===== src/rtl/fp32_product_accumulator_pkg.sv =====
// Shared constants and types for the fp32 product accumulator.
// Field widths, exponent bias, guard-bit count, canonical NaN,
// signed infinities, max-finite values and the FSM state enum.
package fp32_product_accumulator_pkg;

  localparam int FP_EXP_W    = 8;
  localparam int FP_MAN_W    = 23;
  localparam int FP_BIAS     = 127;
  localparam int GUARD_BITS  = 3;
  // Aligned mantissa: hidden bit + fraction + guard bits.
  localparam int ALIGN_W     = FP_MAN_W + 1 + GUARD_BITS;

  localparam logic [31:0] FP_NAN     = 32'h7FC0_0000;
  localparam logic [31:0] FP_INF_POS = 32'h7F80_0000;
  localparam logic [31:0] FP_INF_NEG = 32'hFF80_0000;
  localparam logic [31:0] FP_MAX_POS = 32'h7F7F_FFFF;
  localparam logic [31:0] FP_MAX_NEG = 32'hFF7F_FFFF;

  typedef enum logic [1:0] {
    ST_IDLE  = 2'd0,
    ST_ALIGN = 2'd1,
    ST_ADD   = 2'd2,
    ST_NORM  = 2'd3
  } state_t;

endpackage


===== src/rtl/fp32_normalize.sv =====
// Leading-zero count plus normalizing shift for the accumulator sum.
// The sum is ALIGN_W+1 bits wide (carry bit on top). The result places
// the leading one at the hidden-bit position, truncating shifted-out bits,
// and reports the adjusted (possibly out-of-range) exponent.
module fp32_normalize
  import fp32_product_accumulator_pkg::*;
(
  input  logic [ALIGN_W:0]          sum,
  input  logic [FP_EXP_W-1:0]       exp_in,
  output logic                      zero,
  output logic [FP_MAN_W-1:0]       man,
  output logic signed [9:0]         exp_out
);

  logic [4:0]       lz;
  logic [ALIGN_W:0] norm;
  logic             norm_unused;

  // Count leading zeros from the carry bit down, then shift and adjust.
  always_comb begin
    lz = 5'd0;
    for (int i = 0; i <= ALIGN_W; i++) begin
      if (sum[i]) lz = 5'(ALIGN_W - i);
    end
    // lz == 0 means a carry out: one right shift; otherwise shift left.
    norm    = (lz == 5'd0) ? (sum >> 1) : (sum << (lz - 5'd1));
    man     = norm[ALIGN_W-2:GUARD_BITS];
    exp_out = $signed({2'b00, exp_in}) + 10'sd1 - $signed({5'b00000, lz});
    zero    = (sum == '0);
  end

  // Hidden bit, carry slot and guard bits are dropped on truncation.
  assign norm_unused = ^{norm[ALIGN_W:ALIGN_W-1], norm[GUARD_BITS-1:0]};

endmodule


===== src/rtl/fp32_product_accumulator.sv =====
// fp32 product accumulator: adds a stream of fp32 terms into acc and emits
// the sum when a term marked last has been folded in. Each term walks a
// fixed IDLE -> ALIGN -> ADD -> NORM -> IDLE sequence (round toward zero,
// subnormals flushed). Define FP_ACC_SAT_EN to saturate exponent overflow
// to the signed max-finite value instead of producing signed Inf.
//
// Handshakes: a transfer happens on a rising edge where valid and ready are
// both 1; valid and data hold steady until that edge, ready may change freely.
module fp32_product_accumulator
  import fp32_product_accumulator_pkg::*;
(
  input  logic        clk,
  input  logic        rst,
  input  logic        in_valid,
  output logic        in_ready,
  input  logic [31:0] in_data,
  input  logic        in_last,
  output logic        out_valid,
  input  logic        out_ready,
  output logic [31:0] out_data,
  output logic        busy
);

  state_t state_q, state_d;

  logic [31:0]        acc_q;
  logic [31:0]        term_q;
  logic               last_q;
  logic               out_valid_q;
  logic [31:0]        out_data_q;

  // ALIGN-stage results
  logic               big_sign_q;
  logic [7:0]         big_exp_q;
  logic [ALIGN_W-1:0] big_man_q;
  logic [ALIGN_W-1:0] small_man_q;
  logic               sub_q;
  logic               special_q;
  logic [31:0]        special_val_q;

  // ADD-stage result
  logic [ALIGN_W:0]   sum_q;

  logic accept;
  assign accept    = in_valid && in_ready;
  assign in_ready  = (state_q == ST_IDLE) && !out_valid_q;
  assign busy      = (state_q != ST_IDLE);
  assign out_valid = out_valid_q;
  assign out_data  = out_data_q;

  // Next-state logic: one step per cycle once a term is accepted.
  always_comb begin
    state_d = state_q;
    case (state_q)
      ST_IDLE:  if (accept) state_d = ST_ALIGN;
      ST_ALIGN: state_d = ST_ADD;
      ST_ADD:   state_d = ST_NORM;
      ST_NORM:  state_d = ST_IDLE;
      default:  state_d = ST_IDLE;
    endcase
  end

  // State register.
  always_ff @(posedge clk) begin
    if (rst) state_q <= ST_IDLE;
    else     state_q <= state_d;
  end

  // ALIGN: classify operands, order by magnitude, shift the smaller one.
  logic               a_nan, b_nan, a_inf, b_inf, swap, sub;
  logic [7:0]         a_e, b_e, big_e, small_e, diff;
  logic [23:0]        a_m, b_m, big_m, small_m;
  logic [ALIGN_W-1:0] small_al;
  logic               big_sign, special;
  logic [31:0]        special_val;

  always_comb begin
    a_e   = acc_q[30:23];
    b_e   = term_q[30:23];
    a_nan = (a_e == 8'hFF) && (acc_q[22:0] != 23'd0);
    b_nan = (b_e == 8'hFF) && (term_q[22:0] != 23'd0);
    a_inf = (a_e == 8'hFF) && (acc_q[22:0] == 23'd0);
    b_inf = (b_e == 8'hFF) && (term_q[22:0] == 23'd0);
    // Zero exponent (zero or subnormal) contributes a zero mantissa.
    a_m   = (a_e == 8'h00) ? 24'd0 : {1'b1, acc_q[22:0]};
    b_m   = (b_e == 8'h00) ? 24'd0 : {1'b1, term_q[22:0]};
    swap  = {b_e, b_m} > {a_e, a_m};
    big_sign = swap ? term_q[31] : acc_q[31];
    big_e    = swap ? b_e : a_e;
    big_m    = swap ? b_m : a_m;
    small_e  = swap ? a_e : b_e;
    small_m  = swap ? a_m : b_m;
    diff     = big_e - small_e;
    small_al = (diff >= 8'd27) ? '0 : ({small_m, 3'b000} >> diff);
    sub      = acc_q[31] ^ term_q[31];
    special     = 1'b0;
    special_val = FP_NAN;
    if (a_nan || b_nan) begin
      special = 1'b1;
    end else if (a_inf && b_inf && sub) begin
      special = 1'b1;
    end else if (a_inf) begin
      special     = 1'b1;
      special_val = acc_q;
    end else if (b_inf) begin
      special     = 1'b1;
      special_val = term_q;
    end
  end

  // ADD: magnitude add or subtract; big >= small so no borrow out.
  logic [ALIGN_W:0] sum_d;
  assign sum_d = sub_q ? ({1'b0, big_man_q} - {1'b0, small_man_q})
                       : ({1'b0, big_man_q} + {1'b0, small_man_q});

  // NORM: normalize and pack, handling cancellation, overflow, underflow.
  logic               n_zero;
  logic [22:0]        n_man;
  logic signed [9:0]  n_exp;
  logic [31:0]        ovf_val;
  logic [31:0]        result;

  fp32_normalize u_normalize (
    .sum     (sum_q),
    .exp_in  (big_exp_q),
    .zero    (n_zero),
    .man     (n_man),
    .exp_out (n_exp)
  );

`ifdef FP_ACC_SAT_EN
  assign ovf_val = big_sign_q ? FP_MAX_NEG : FP_MAX_POS;
`else
  assign ovf_val = big_sign_q ? FP_INF_NEG : FP_INF_POS;
`endif

  // Pack the normalized sum into fp32.
  always_comb begin
    result = {big_sign_q, n_exp[7:0], n_man};
    if (special_q)               result = special_val_q;
    else if (n_zero)             result = {big_sign_q & ~sub_q, 31'd0};
    else if (n_exp >= 10'sd255)  result = ovf_val;
    else if (n_exp <= 10'sd0)    result = {big_sign_q, 31'd0};
  end

  // Datapath, accumulator and output registers.
  always_ff @(posedge clk) begin
    if (rst) begin
      acc_q         <= 32'd0;
      term_q        <= 32'd0;
      last_q        <= 1'b0;
      out_valid_q   <= 1'b0;
      out_data_q    <= 32'd0;
      big_sign_q    <= 1'b0;
      big_exp_q     <= 8'd0;
      big_man_q     <= '0;
      small_man_q   <= '0;
      sub_q         <= 1'b0;
      special_q     <= 1'b0;
      special_val_q <= 32'd0;
      sum_q         <= '0;
    end else begin
      if (accept) begin
        term_q <= in_data;
        last_q <= in_last;
      end
      if (state_q == ST_ALIGN) begin
        big_sign_q    <= big_sign;
        big_exp_q     <= big_e;
        big_man_q     <= {big_m, 3'b000};
        small_man_q   <= small_al;
        sub_q         <= sub;
        special_q     <= special;
        special_val_q <= special_val;
      end
      if (state_q == ST_ADD) sum_q <= sum_d;
      if (state_q == ST_NORM) begin
        acc_q <= result;
        if (last_q) begin
          out_valid_q <= 1'b1;
          out_data_q  <= result;
        end
      end else if (out_valid_q && out_ready) begin
        out_valid_q <= 1'b0;
        acc_q       <= 32'd0;
      end
    end
  end

endmodule


===== config.mk =====
export PLATFORM = sky130hd
export DESIGN_NAME = fp32_product_accumulator
export DESIGN_NICKNAME = d
export VERILOG_FILES = /design/src/rtl/fp32_product_accumulator_pkg.sv /design/src/rtl/fp32_normalize.sv /design/src/rtl/fp32_product_accumulator.sv
export SDC_FILE = /design/constraint.sdc
export NUM_CORES = 1
export LEC_CHECK = 0
export CAP_MARGIN = 20
export CORE_UTILIZATION = 55
export CTS_BUF_LIST = sky130_fd_sc_hd__clkbuf_8
export CTS_CLUSTER_DIAMETER = 30
export DETAILED_ROUTE_END_ITERATION = 10
export PLACE_DENSITY = 0.82
export SETUP_SLACK_MARGIN = 0.15
export SLEW_MARGIN = 30
export SYNTH_ARGS = -nofsm -noshare
export SYNTH_HDL_FRONTEND = slang
export SYNTH_SLANG_ARGS = --single-unit

===== constraint.sdc =====
create_clock -name clk -period 6.7 [get_ports clk]
set_input_delay 1.34 -clock clk [delete_from_list [all_inputs] [get_ports clk]]
set_output_delay 1.34 -clock clk [all_outputs]
set_load 0.1 [all_outputs]

==> summary.md <==
The run gives 0 as the buffer count from post-CTS setup fixing. Number of failing hold endpoints at the final stage: 0. The number of filler instances in the final layout is 2,541, and the clock-pin slew reported for the worst setup and hold paths after clock tree synthesis is 70 ps.

At the worst endpoint, the required time is 7180 ps. For this run, the leading register cell type out of synthesis is dfxtp_1. The top cell family by delay on the critical path is compound AO/OA/AOI/OAI gates.

For the final routed database, the setup TNS stands at 0 ps. Before antenna repair, the detailed router went through 6 iterations. The x dimension of the die came out at 174 um. The share of synthesized registers carrying an async set or reset works out to 0. The tree built by TritonCTS fans out to 222 sinks. The signal on the critical path passes through nor2_1, o31ai_1, a211oi_1, o31ai_1, a31oi_1, o31a_1, or3_1, fa_1, a21o_1, a21o_1, a2111oi_2, xor2_1, o41ai_1, nor2b_1, buf_4, o2111a_1, a2111oi_1, o21ai_0.

From bottom edge to top edge, the die measures 174 um. For this block, the routed nets add up to 53,000 um of wire. Compared with the post-synthesis result, the final layout area differs by 13.1%. The netlist uses 100 different library cells. The full die area was 30,200 um2; the share of cells above drive strength 1 was 0.0994. Counting flops and latches in the post-synthesis netlist gives 222. TritonCTS built the clock tree. For the worst setup path, the data arrival time is 6540 ps. The number of buffers and inverters on the critical path works out to 1.

In this design, the stage delay of the slowest critical-path cell is 810 ps. Ranked by total cell area, the synthesized netlist is headed by dfxtp_1 (27%), ha_1 (7.2%), nand2_1 (5.7%), mux2i_1 (5.2%), mux4_2 (5.0%). The clock network latency to the later pin of the worst-skew pair came out at 620 ps.

Highest net fanout along the worst path: 21. In this run the worst hold path is classified as flip-flop to flip-flop. By area, the combinational part of the netlist is dominated by compound AO/OA/AOI/OAI gates.

Max-cap violations in this run came to 0. The tools report the area of all sequential standard cells as 4440 um2. The gate count of the mapped netlist was 2,056. The worst slew margin relative to its limit is 0.306, and the slew at the pin with the worst max-slew slack is 1040 ps. The root buffer cell chosen for the clock tree is clkbuf_8.

In this run, synthesis inferred 0 flip-flops with an integrated enable. The clock arrives with 67.8 ps of skew. The run finished with clean final reports.

Compound-gate portion of the synthesized area: 0.245. Entering global routing, the biggest net connects 59 pins. 0 antenna diodes ended up in the layout. The synthesized netlist occupies a cell area of 16,200 um2.

During synthesis, Yosys emitted a total of 0 warnings. The final max-slew violation count came out at 0. Type of element capturing the critical path: a flip-flop.

At the end of routability-driven placement, the weighted congestion stood at 0.996. The simple logic cell fraction of the synthesized area is 0.213. Post-detailed-route count of antenna-violating nets: 0. Dividing the detail-routed wire length by the instance count gives 21.3 um. The highest-delay cell along the critical path was a2111oi_1. Setup repair after global routing left no endpoint under its margin. The multiplexer fraction of the synthesized cell area came out at 0.109.

The startpoint type of the worst setup path is a flip-flop. The total congestion overflow came out at 0. The commonest cells after synthesis are nand2_1 (246), dfxtp_1 (222), nor2_1 (194). After legalization and detailed placement, the total HPWL measured 39,400 um. The net count after synthesis is 2,189.

Mean area per synthesized cell: 7.89 um2. The fraction of post-synthesis cell area in the top cell type by area is 0.274, and the final clock period utilization by the worst path is 0.904. The number of buffers created by CTS is 47.

Row generation in the floorplan step produced 62 rows. The run gives 15.1k as the via count of the first global-routing pass. Summed over all instances, the cell type with the most area after synthesis is dfxtp_1. The synthesized-area fraction occupied by adder cells was 0.0750.

The aggregate global-route resource usage is 0.344, and the portion of the post-synthesis area used by sequential elements is 0.274. The number of buffer cells added on primary ports came out at 71. Timing would allow up to 165 MHz.

Setup violations remaining at the end of the flow were counted as 0. The clock passes through at most 3 buffers. The number of H-tree levels came out at 2. The tools report the initial antenna violation count as 0. The post-synthesis share of cell area spent on xor and xnor gates is 0.0226, and the number of remaining DRC errors is 0. For this design the top-level I/O count stands at 72.

For this run, the post-layout net count is 2,200. The minimum clock period after layout was 6060 ps. The most numerous cell in the Yosys netlist was nand2_1. Violation count after the first detailed-routing iteration: 1,870. The via count of the routed design is 16.2k. The first global-routing pass estimated 83,000 um of wire. The category of the critical setup timing path is flip-flop to flip-flop. The via density per instance is 6.52. The tools report the placeable core region as 28,900 um2.

Starting density of the core: 0.562. In the final layout, the multi-input gates occupy 10,800 um2.
==> cell families after synthesis <==
group                      Yosys count
muxes                              131
AOI/OAI and AO/OA                  585
and+or+nand+nor                    728
buffers and inverters              253
adders and majority gates           96
DFF                                222
xor gates and xnor gates            41
==> final timing paths <==
kind              depth (start not counted)               end  slack (ps)             start
setup / recovery                         18         acc_q[17]         640          sum_q[0]
hold / removal                            1  special_val_q[0]         470  special_val_q[0]
setup reg to reg                         18         acc_q[17]         640          sum_q[0]
hold reg to reg                           1  special_val_q[0]         470  special_val_q[0]
==> final cells by class <==
| type | count | area share |
|---|---|---|
| Clock buffer | 52 | 0.0390 |
| Clock inverter | 32 | 0.0245 |
| Inverter | 108 | 0.0222 |
| Multi-Input combinational cell | 1581 | 0.591 |
| Sequential cell | 222 | 0.242 |
| Tap cell | 384 | 0.0262 |
| Timing Repair Buffer | 107 | 0.0551 |
==> layer usage <==
layer	wire length [um]	vias to the layer above	part of all wire	global-route usage
met5	0	-	0	0
met4	2280	0	0.043	0.143
met3	4610	151	0.087	0.0469
met2	23900	856	0.45	0.550
met1	22100	7667	0.42	0.467
li1	-	7535	-	-
==> state kept, by name, summed over array words and instances, names as in the netlist, 2 cells and up <==
| signal | flops |
|---|---|
| acc_q | 32 |
| state_q | 2 |
| small_man_q | 27 |
| big_exp_q | 8 |
| term_q | 32 |
| sum_q | 28 |
| big_man_q | 24 |
| out_data | 32 |
| special_val_q | 32 |
==> per-stage QoR <==
stage	utilization	cells	setup WS (ps)	area, um2	hold WS [ps]
3_3_place_gp	0.594	2401	294	17100	442
4_1_cts	0.634	2485	278	18300	462
6_report	0.636	2486	642	18400	469
2_1_floorplan	-	2056	732	16200	425
5_1_grt	0.636	2486	264	18400	476
3_5_place_dp	0.594	2401	322	17100	444
==> timing repair <==
action | 4_1_cts | 5_1_grt
endpoints found under the setup margin | 0 | 7
endpoints found under the hold margin | 0 | 0
gates resized for setup | 0 | 3
hold buffers | 0 | 0
==> placed cells by master (no fill, tap or decap), types with 8 or more instances in the layout <==
master,count
nand2_1,245
dfxtp_1,222
nor2_1,193
o21ai_0,141
a21oi_1,139
inv_1,111
ha_1,92
mux2i_1,85
clkdlybuf4s50_1,70
nand3_1,58
clkbuf_8,52
and2_1,39
a211oi_1,39
nor3_1,37
mux4_2,36
buf_4,35
a22oi_1,33
nor4_1,28
o211ai_1,26
a31oi_1,24
xnor2_1,22
and3_1,19
or3_1,19
nand2b_1,18
a22o_1,17
xor2_1,15
nor2b_1,15
nand4_1,14
a311oi_1,14
o22ai_1,13
a21o_1,12
o31ai_1,10
o21bai_1,10
a211o_1,10
mux2_2,10
bufinv_16,9
a32oi_1,8
==> worst reg2reg max path: cells and delay by family (launching register included) <==
| kind | cells | cell delay (ps) |
|---|---|---|
| buffers and inverters | 1 | 250 |
| XOR/XNOR | 1 | 170 |
| AO/OA/AOI/OAI | 12 | 3930 |
| adder cells (fa/ha/maj) | 1 | 470 |
| flip-flops | 1 | 520 |
| AND/OR/NAND/NOR | 3 | 640 |
Power is left out: the tool's default activity adds up to more than one toggle a clock period on the data nets, which glitch-free logic cannot reach.
==> RTL change: new RTL, same flow settings <==
Add a define of `FP_ACC_SAT_EN`.
--- a/src/rtl/fp32_product_accumulator.sv
+++ b/src/rtl/fp32_product_accumulator.sv
@@ -6,6 +6,8 @@
 //
 // Handshakes: a transfer happens on a rising edge where valid and ready are
 // both 1; valid and data hold steady until that edge, ready may change freely.
+`define FP_ACC_SAT_EN
+
 module fp32_product_accumulator
   import fp32_product_accumulator_pkg::*;
 (
Check against the original RTL: no difference found for any inputs over 4 cycles, from zero or initial values and one cycle with rst high; that may be too few to reach the edited logic, so the function may still have changed.
==> RTL change against the original RTL <==
Synthesized area shrank 2.2%. Routed wire length is 2.6% lower. Critical path depth up 1. Hold slack got worse by 3.3 ps. Design area fell by 2.1%. Clock skew is 30 ps lower. Die area down 2.1%. Sequential cell count unchanged. Worst setup slack lost 120 ps. Largest cell class unchanged.
Power is not shown: default switching activity piles up to over one toggle a cycle in this logic, so the estimate is an artifact.
==> RTL change: results (changes against the original RTL) <==
CTS
  – Post-CTS setup buffer count: 0 (unchanged)
  – Clock-pin slew on the worst setup and hold paths: ~60 ps
  – CTS Buffer Depth: 3 (unchanged)
  – CTS buffer count: 50 (+6.4%)
  – CTS root buf: clkbuf_8
  – Later-pin clock latency in the skew report: 620 ps (about the same)

GRT
  – GRT Total Usage: 34.80% (+0.38 points)
  – First-pass GRT wire length: 80640 um (-2.8%)
  – Largest net degree at the start of global routing: 75 (+27%)
  – Vias in the first global route: 14700 (-2.3%)

Synth
  – Post-synthesis mux area share: 9.207% (-1.7 points)
  – Register area share after synthesis: 28.00% (+0.61 points)
  – Synth unique cells: 92 (-8.0%)
  – Compound-Gate Fraction of Synth Area: 24.64% (+0.17 points)
  – XOR/XNOR share of the synthesized area: 2.199% (-0.060 points)
  – Top cells by area, synth: dfxtp_1, ha_1, nand2_1
  – Largest family of logic cells by synthesized area: compound AO/OA/AOI/OAI gates
  – Post-synth top flop: dfxtp_1
  – Most frequent cells after synthesis: nand2_1, nor2_1, dfxtp_1
  – Synth async-reset ratio: 0% (unchanged)
  – Post-Synthesis Cells: 2057 (+0.049%)
  – Post-synthesis adder-cell area fraction: 7.662% (+0.17 points)

Critical path
  – Critical Path Source: term_q[27]
  – Arrival time worst endpoint: 6720 ps (+180 ps)
  – Slowest-stage cell, CP: nand2_1
  – Critical Path Fanout Max: 26 (+24%)
  – Delay-heaviest family, CP: simple AND/OR/NAND/NOR gates
  – CP max stage delay: 570 ps (-240 ps)

Layout
  – Fill cells: 2516 (-0.98%)
  – Sequential Area: 4444 um2 (unchanged)
  – Share of layout cells above drive strength 1: 9.679% (-0.26 points)
  – Fin nets: 2210 (+0.45%)

Place
  – Dpl hpwl: 38530 um (-2.1%)
  – Input/output buffers: 71 (unchanged)
  – GPL Wtd Cong: 0.9898 (-0.60%)
  – Post-DP Area: 16750 um2 (-2.3%)
  – Post-placement worst setup slack: 535.7 ps (+213.9 ps)
  – Dpl cells: 2403 (+0.083%)

STA
  – Clk_skew: 38.21 ps (-29.54 ps)
  – Actual slew at the worst max-slew pin: 1029 ps (-8.741 ps)

Run status
  – Status: completed

Detailed routing
  – Total iterations of the first detailed-routing run: 6 (unchanged)
  – DRT Wirelength: 51560 um (-2.6%)
  – Iteration-0 DRC Markers: 2062 (+10%)
  – Avg WL per Cell: 20.66 um (-3.0%)
  – Via count: 16090 (-0.75%)

Min path
  – Min-delay worst type: flop to flop
==> RTL change: per-layer routing <==
| metal | track usage (%) | routed length, um | up-vias |
|---|---|---|---|
| met1 | 46.16 | 21600 | 7535 |
| li1 | - | - | 7520 |
| met5 | 0 | 0 | - |
| met4 | 17.05 | 2518 | 0 |
| met3 | 6.340 | 4624 | 168 |
| met2 | 54.33 | 22810 | 864 |
==> RTL change: repair_timing <==
| item | 4_1_cts | 5_1_grt |
|---|---|---|
| gates resized for setup | 0 | 3 |
| endpoints found under the hold margin | 0 | 0 |
| endpoints found under the setup margin | 0 | 16 |
==> RTL change: path summary, 6_finish.rpt <==
check	to	slack, ps	cells after the start
min	special_val_q[0]	470	1
max reg2reg	small_man_q[1]	520	19
max	small_man_q[1]	520	19
min reg2reg	special_val_q[0]	470	1
==> RTL change: cell families (layout without fill, tap and decap cells) <==
kind of cell	count (synthesis)	in the layout
simple gates	773	773
buf+inv	221	282
xor+xnor	39	39
fa+ha+maj	96	96
mux	111	111
compound gates	595	595
flops	222	222
==> RTL change: cell type report <==
class                   count  share of cell area, %
clock buffers              57                  4.368
clock inverters            36                  2.285
inverters                  90                  1.895
multi-input cells        1614                  58.99
flip-flops and latches    222                  24.74
well taps                 378                  2.633
repair buffers             99                  5.085
==> RTL change: worst reg2reg max path: cells and delay by family, from the launching register on <==
| kind | cells | cell delay (ps) |
|---|---|---|
| AOI/OAI and AO/OA | 5 | 1190 |
| adders and majority gates | 2 | 530 |
| DFF | 1 | 370 |
| and+or+nand+nor | 12 | 4040 |
